==> src/rtl/bkm_step_stim_gen.sv <==
// Self-running stimulus source for the bkm_step bench: sweeps n, digit pairs and k with LFSR operands.
// Optional macro BKM_STIM_CORNER_EN replaces k=0/1 operands with max-positive/min-negative corners.
module bkm_step_stim_gen #(
  parameter int          WC     = 16,
  parameter int          WD     = 64,
  parameter int          LOG2N  = 6,
  parameter int          N_LAST = 15,
  parameter int          VECS   = 4,
  parameter logic [31:0] SEED   = 32'hACE1_2016
) (
  input  logic             clk,
  input  logic             srst,
  input  logic             enable,
  input  logic             start,
  input  logic             cfg_mode,
  input  logic [1:0]       cfg_format,
  input  logic             stim_ready,
  output logic             stim_valid,
  output logic             tb_mode,
  output logic [1:0]       tb_format,
  output logic [LOG2N-1:0] tb_n,
  output logic [1:0]       tb_d_x_n,
  output logic [1:0]       tb_d_y_n,
  output logic [WD-1:0]    tb_X_n,
  output logic [WD-1:0]    tb_Y_n,
  output logic [WC-1:0]    tb_u_n,
  output logic [WC-1:0]    tb_v_n,
  output logic             busy,
  output logic             done,
  output logic [31:0]      vec_count
);
  localparam int KW = $clog2(VECS);
`ifdef BKM_STIM_CORNER_EN
  localparam bit CORNER_EN = 1'b1;
`else
  localparam bit CORNER_EN = 1'b0;
`endif

  typedef enum logic [1:0] {IDLE = 2'd0, RUN = 2'd1, DONE = 2'd2} state_t;

  state_t           state, state_nxt;
  logic [LOG2N-1:0] n_q, n_nx;
  logic [1:0]       xi_q, xi_nx, yi_q, yi_nx;   // digit indices 0..2 (value = idx-1)
  logic [KW-1:0]    k_q, k_nx;
  logic [31:0]      lfsr_q, lfsr_nx;
  logic             load, accept, last;

  function automatic logic [31:0] lfsr_step(input logic [31:0] s);
    return {s[30:0], s[31] ^ s[21] ^ s[1] ^ s[0]};
  endfunction

  function automatic logic [WD-1:0] rep32(input logic [31:0] s);
    logic [WD-1:0] r;
    for (int i = 0; i < WD; i++) r[i] = s[i % 32];
    return r;
  endfunction

  function automatic logic [1:0] enc(input logic [1:0] i);
    return {i == 2'd0, i != 2'd1};
  endfunction

  function automatic logic is_corner(input logic [KW-1:0] k);
    return CORNER_EN && (int'(k) < 2);
  endfunction

  assign accept     = (state == RUN) && stim_ready;
  assign last       = (n_q == LOG2N'(N_LAST)) && (xi_q == 2'd2) && (yi_q == 2'd2) &&
                      (k_q == KW'(VECS - 1));
  assign stim_valid = (state == RUN);
  assign busy       = (state == RUN);
  assign done       = (state == DONE);

  always_comb begin
    state_nxt = state;
    n_nx      = n_q;
    xi_nx     = xi_q;
    yi_nx     = yi_q;
    k_nx      = k_q;
    lfsr_nx   = lfsr_q;
    load      = 1'b0;
    case (state)
      RUN: begin
        if (stim_ready) begin
          if (!is_corner(k_q)) lfsr_nx = lfsr_step(lfsr_q);
          if (last) begin
            state_nxt = DONE;
          end else begin
            load = 1'b1;
            if (k_q != KW'(VECS - 1)) k_nx = k_q + 1'b1;
            else begin
              k_nx = '0;
              if (yi_q != 2'd2) yi_nx = yi_q + 2'd1;
              else begin
                yi_nx = 2'd0;
                if (xi_q != 2'd2) xi_nx = xi_q + 2'd1;
                else begin
                  xi_nx = 2'd0;
                  n_nx  = n_q + 1'b1;
                end
              end
            end
          end
        end
      end
      default: begin
        if (start) begin
          state_nxt = RUN;
          n_nx      = '0;
          xi_nx     = 2'd0;
          yi_nx     = 2'd0;
          k_nx      = '0;
          lfsr_nx   = SEED;
          load      = 1'b1;
        end
      end
    endcase
  end

  always_ff @(posedge clk) begin
    if (srst) begin
      state     <= IDLE;
      n_q       <= '0;
      xi_q      <= 2'd0;
      yi_q      <= 2'd0;
      k_q       <= '0;
      lfsr_q    <= SEED;
      vec_count <= '0;
      tb_mode   <= 1'b0;
      tb_format <= 2'd0;
      tb_n      <= '0;
      tb_d_x_n  <= 2'd0;
      tb_d_y_n  <= 2'd0;
      tb_X_n    <= '0;
      tb_Y_n    <= '0;
      tb_u_n    <= '0;
      tb_v_n    <= '0;
    end else if (enable) begin
      state  <= state_nxt;
      n_q    <= n_nx;
      xi_q   <= xi_nx;
      yi_q   <= yi_nx;
      k_q    <= k_nx;
      lfsr_q <= lfsr_nx;
      if (state != RUN && start) begin
        vec_count <= '0;
        tb_mode   <= cfg_mode;
        tb_format <= cfg_format;
      end else if (accept) begin
        vec_count <= vec_count + 32'd1;
      end
      // Operands always describe the vector at the next counter position.
      if (load) begin
        tb_n     <= n_nx;
        tb_d_x_n <= enc(xi_nx);
        tb_d_y_n <= enc(yi_nx);
        if (is_corner(k_nx) && k_nx == '0) begin
          tb_X_n <= {1'b0, {(WD-1){1'b1}}};
          tb_Y_n <= {1'b0, {(WD-1){1'b1}}};
          tb_u_n <= {1'b0, {(WC-1){1'b1}}};
          tb_v_n <= {1'b0, {(WC-1){1'b1}}};
        end else if (is_corner(k_nx)) begin
          tb_X_n <= {1'b1, {(WD-1){1'b0}}};
          tb_Y_n <= {1'b1, {(WD-1){1'b0}}};
          tb_u_n <= {1'b1, {(WC-1){1'b0}}};
          tb_v_n <= {1'b1, {(WC-1){1'b0}}};
        end else begin
          tb_X_n <= rep32(lfsr_nx);
          tb_Y_n <= rep32(~lfsr_nx);
          tb_u_n <= lfsr_nx[WC-1:0];
          tb_v_n <= lfsr_nx[31:32-WC];
        end
      end
    end
  end
endmodule

==> config.mk <==
export PLATFORM = sky130hd
export DESIGN_NAME = bkm_step_stim_gen
export DESIGN_NICKNAME = d
export VERILOG_FILES = /design/src/rtl/bkm_step_stim_gen.sv
export SDC_FILE = /design/constraint.sdc
export NUM_CORES = 1
export LEC_CHECK = 0
export BUFFER_PORTS_ARGS = -buffer_cell sky130_fd_sc_hd__buf_2
export CAP_MARGIN = 20
export CORE_MARGIN = 2
export CORE_UTILIZATION = 47
export DETAILED_ROUTE_END_ITERATION = 12
export PLACE_DENSITY = 0.77
export SLEW_MARGIN = 25
export SYNTH_ARGS = -nofsm -noshare
export SYNTH_HDL_FRONTEND = slang
export SYNTH_SLANG_ARGS = --single-unit
==> constraint.sdc <==
create_clock -name clk -period 2.2 [get_ports clk]
set_clock_uncertainty 0.2 [all_clocks]
set_input_delay 0.11 -clock clk [delete_from_list [all_inputs] [get_ports clk]]
set_output_delay 0.11 -clock clk [all_outputs]
set_load 0.005 [all_outputs]
==> implementation parameters <==
Parameter                              Value

Worst setup path
  Critical path start-end classification ... flip-flop to flip-flop
  Peak per-stage delay on the critical path ... 550 ps
  CP cell instances ... and4_4 -> nand3_2 -> or4_4 -> or4_4 -> a21oi_2
  Number of buffers and inverters on the critical path ... 0
  CP startpoint ... vec_count[17]
  Critical path's top delay family ... simple AND/OR/NAND/NOR gates
  Worst EP arrival ... 2310 ps
  Crit path max fanout ... 6
  Critical Path Sink ... vec_count[26]
  Crit Reg-Reg Startpoint ... vec_count[17]
  Path depth of the worst reg2reg path ... 5
  Critical Path End Type ... flip-flop
  CP Depth ... 5
  Library cell contributing the largest single delay on the critical path ... sky130_fd_sc_hd__or4_4
  Worst reg2reg setup slack ... 40 ps
  Required time at the endpoint of the critical path ... 2350 ps
  Crit path launch type ... flip-flop
  Cell mode on critical path ... sky130_fd_sc_hd__or4_4
  Endpoint of the worst register-to-register path ... vec_count[26]

Flow run
  Max-cap violations ... 0

Yosys
  Library cell with the highest instance count after synthesis ... sky130_fd_sc_hd__dfxtp_1
  Simple-gate share of the synthesized area ... 0.1965
  Number of flops mapped to enable cells by yosys ... 0
  Largest family of logic cells by synthesized area ... compound AO/OA/AOI/OAI gates
  Area fraction in compound gates after synthesis ... 0.2018
  Count of unique library cells instantiated by Yosys ... 62
  Ys Warns ... 0
  Fraction of registers with async set/reset ... 0
  Fraction of synthesized area in multiplexers ... 0.001421
  Cell area after technology mapping ... 7043 um2
  Post-synthesis cell type with the largest combined area ... sky130_fd_sc_hd__dfxtp_1
  Ys flop type ... sky130_fd_sc_hd__dfxtp_1
  Synth cell count leaders ... sky130_fd_sc_hd__dfxtp_1, sky130_fd_sc_hd__buf_4, sky130_fd_sc_hd__nor2_1
  Top area cells in the synthesized netlist ... sky130_fd_sc_hd__dfxtp_1, sky130_fd_sc_hd__buf_4, sky130_fd_sc_hd__nor2_1
  Synthesized flop and latch total ... 155
  Portion of the post-synthesis area used by sequential elements ... 0.4406
  Gate Count Post-Synth ... about 810
  Area fraction of the dominant cell type after synthesis ... 0.4406
  Mean post-synth cell area ... 8.749 um2
  Nets in the synthesized netlist ... around 800
  Adder-Cell Fraction of Synth Area ... 0.005330
  XOR/XNOR Fraction of Synth Area ... 0.01190

Placed design
  Detailed-placement wirelength estimate ... 12170 um
  Cell area after placement ... 7860 um2
  Port buffer count ... between 200 and 250
  Final GP Congestion ... between 0.8 and 0.9
  Post-Place Cells ... 1100

STA
  FMAX ... 0.4635 GHz
  Slew @ Worst Pin ... 433.2 ps
  Max-Slew Margin vs Limit ... 0.7112
  Unrepaired setup endpoints after global routing ... true
  TNS Setup ... 0 ps
  Final Max Slew Viols ... 0
  Part of the cycle the worst path needs ... 0.9806
  Hold Violations, Final ... 0
  Shortest period the worst path allows ... approximately 2200 ps
  Final number of setup-violating endpoints ... 0

Drt
  Number of nets with antenna violations after routing ... 0
  Drt drc ... 0
  Via-per-instance ratio ... ~5.5
  Router iterations before antenna repair ... 5
  Routed vias ... 6351
  Routed wire length per instance ... 15.98 um
  Total wire length after detailed routing ... 18330 um
  Drt initial violations ... 405

Power and ir drop
  Final total power ... 7.114 mW
  Power density relative to cell area ... 810.6 nW/um2
  Leakage power total ... between 4 and 5 nW
  Largest vdd supply drop ... 0.0005549 V

Cells and area
  Layout overhead on the synthesized area ... 24.60%
  Final std cell area, no fill ... 8776 um2
  FF+latch area ... 3120 um2
  Fraction of final layout cells sized beyond drive strength 1 ... 0.3551
  Antenna cell count ... 0
  Number of non-filler instances in the completed layout ... between 1k and 1.5k
  Number of nets in the layout ... 961
  Fill cell instance count of the final layout ... approximately 1.2k
  Multi-input combinational cell area ... 3032 um2

Global routing
  Global routing met3 resource utilization ... 0.05778
  Total congestion overflow ... 0
  Initial antenna violation count ... 0
  Number of global-route vias before repair ... 5657
  GRT met2 Usage ... 0.3608
  Met1 Track Usage GR ... 0.2812
  First-pass GRT wire length ... 28650 um
  Pin count of the biggest net entering global routing ... 79
  Global route hottest layer ... met2
  Gr usage total ... 0.2177

Floorplan
  DIE AREA ... 15980 um2
  Die Wd ... between 100 and 150 um
  Core region area ... 14590 um2
  # rows ... 44
  I/O pin total ... 216
  Starting utilization of the core area ... 0.4828
  Die Span Y ... 126.4 um

Worst hold path
  Type of the tightest min-delay check ... input port to flip-flop

Clocking
  Root buffer cell ... sky130_fd_sc_hd__clkbuf_16
  Insertion delay of the later-clocked pin in the worst-skew pair ... 420 ps
  Maximum clock path buffer count ... 2
  Clock-pin slew reported for the worst setup and hold paths after clock tree synthesis ... roughly 70 ps
  Clock buffer count from CTS ... 17
  Clock tree sinks ... ~160
  Clock tree from TritonCTS ... built
  H-Tree Depth ... 4

Outcome
  Status ... finished, final reports clean
## tightest hold or removal path: stages
cell	delay, ps
sky130_fd_sc_hd__buf_2	140
sky130_fd_sc_hd__nand3_1	110
sky130_fd_sc_hd__buf_4	190
sky130_fd_sc_hd__nand2_1	70
sky130_fd_sc_hd__a21oi_1	50
## worst min-delay path by stage
stage | from | slack (ps) | to | depth (start not counted)
2_1_floorplan | cfg_format[0] | 70 | tb_format[0] | 2
3_3_place_gp | cfg_mode | 180 | tb_mode | 3
3_5_place_dp | cfg_format[1] | 190 | tb_format[1] | 3
4_1_cts | start | 90 | tb_format[1] | 5
5_1_grt | start | 110 | tb_format[1] | 5
6_report | start | 100 | tb_format[0] | 5
## metrics by stage
| stage | setup slack (ps) | hold slack, ps | utilization |
|---|---|---|---|
| final | 42.67 | 101.0 | 0.6015 |
| after global routing | -39.43 | 110.5 | 0.6015 |
| after CTS | 0.6291 | 85.05 | 0.5871 |
| after detailed placement | -4.353 | 188.0 | 0.5388 |
| after global placement | 57.14 | 184.1 | 0.5388 |
| after floorplan | 45.76 | 73.19 | - |
## cells in the final DEF, fill, tap and decap left out, types with 4 or more instances in the layout
cell	Yosys	routed
sky130_fd_sc_hd__or3_1	18	18
sky130_fd_sc_hd__nand4b_1	4	4
sky130_fd_sc_hd__nand2_1	50	50
sky130_fd_sc_hd__dlygate4sd3_1	0	6
sky130_fd_sc_hd__bufinv_16	0	4
sky130_fd_sc_hd__dfxtp_1	155	145
sky130_fd_sc_hd__a311oi_1	5	5
sky130_fd_sc_hd__and3_1	6	5
sky130_fd_sc_hd__dfxtp_2	0	8
sky130_fd_sc_hd__xnor2_1	4	4
sky130_fd_sc_hd__o21ai_0	28	27
sky130_fd_sc_hd__clkbuf_16	0	19
sky130_fd_sc_hd__buf_2	10	215
sky130_fd_sc_hd__a21oi_1	46	45
sky130_fd_sc_hd__nand4_1	17	17
sky130_fd_sc_hd__o221ai_1	9	7
sky130_fd_sc_hd__nor3_1	31	29
sky130_fd_sc_hd__buf_4	98	45
sky130_fd_sc_hd__nand3_1	17	17
sky130_fd_sc_hd__buf_12	0	8
sky130_fd_sc_hd__inv_1	12	11
sky130_fd_sc_hd__nor2_1	75	75
sky130_fd_sc_hd__a221oi_1	20	17
sky130_fd_sc_hd__and2_1	25	25
sky130_fd_sc_hd__o22ai_1	15	15
sky130_fd_sc_hd__o21a_1	24	23
sky130_fd_sc_hd__a22oi_1	23	23
sky130_fd_sc_hd__o211a_1	12	12
## per-layer routing
metal | vias to the layer above | share of wire
met2 | 227 | 0.49
met3 | 15 | 0.064
li1 | 3092 | -
met1 | 3017 | 0.43
met5 | - | 0
met4 | 0 | 0.015
## report_power, final
| part | internal (mW) | switching, mW | leakage, nW |
|---|---|---|---|
| combinational | 0.420 | 0.466 | 2.45 |
| sequential | 2.94 | 0.109 | 1.27 |
| clock | 1.98 | 1.20 | 0.312 |
| total | 5.34 | 1.77 | 4.03 |
## registers in the layout (all words and copies together), names as in the netlist
signal and count:
k_q 2, lfsr_q 32, n_q 6, state 2, tb_X_n 32, tb_Y_n 32, tb_d_x_n 2, tb_d_y_n 2
tb_format 2, tb_mode 1, tb_n 6, vec_count 32, xi_q 2, yi_q 2
## cell type report
class	instances	area share
inverters	12	0.005133
well taps	184	0.02623
flip-flops and latches	155	0.3556
clock buffers	21	0.05247
repair buffers	278	0.1945
clock inverters	11	0.02067
multi-input cells	486	0.3455
## logic make-up after synthesis
family          Yosys count
flops                   155
buf+inv                 164
simple gates            269
mux                       1
xor+xnor                  8
fa+ha+maj                 3
compound gates          205
## timing repair
action                     CTS  global route
gates cloned                 0             2
pin swaps                    0            12
hold buffers                 6             0
gates resized for setup      2            28
setup endpoints to repair    1            61
hold endpoints to repair    34             0
buffers inserted             0             7
No activity file was read; power rests on OpenSTA's default activity.
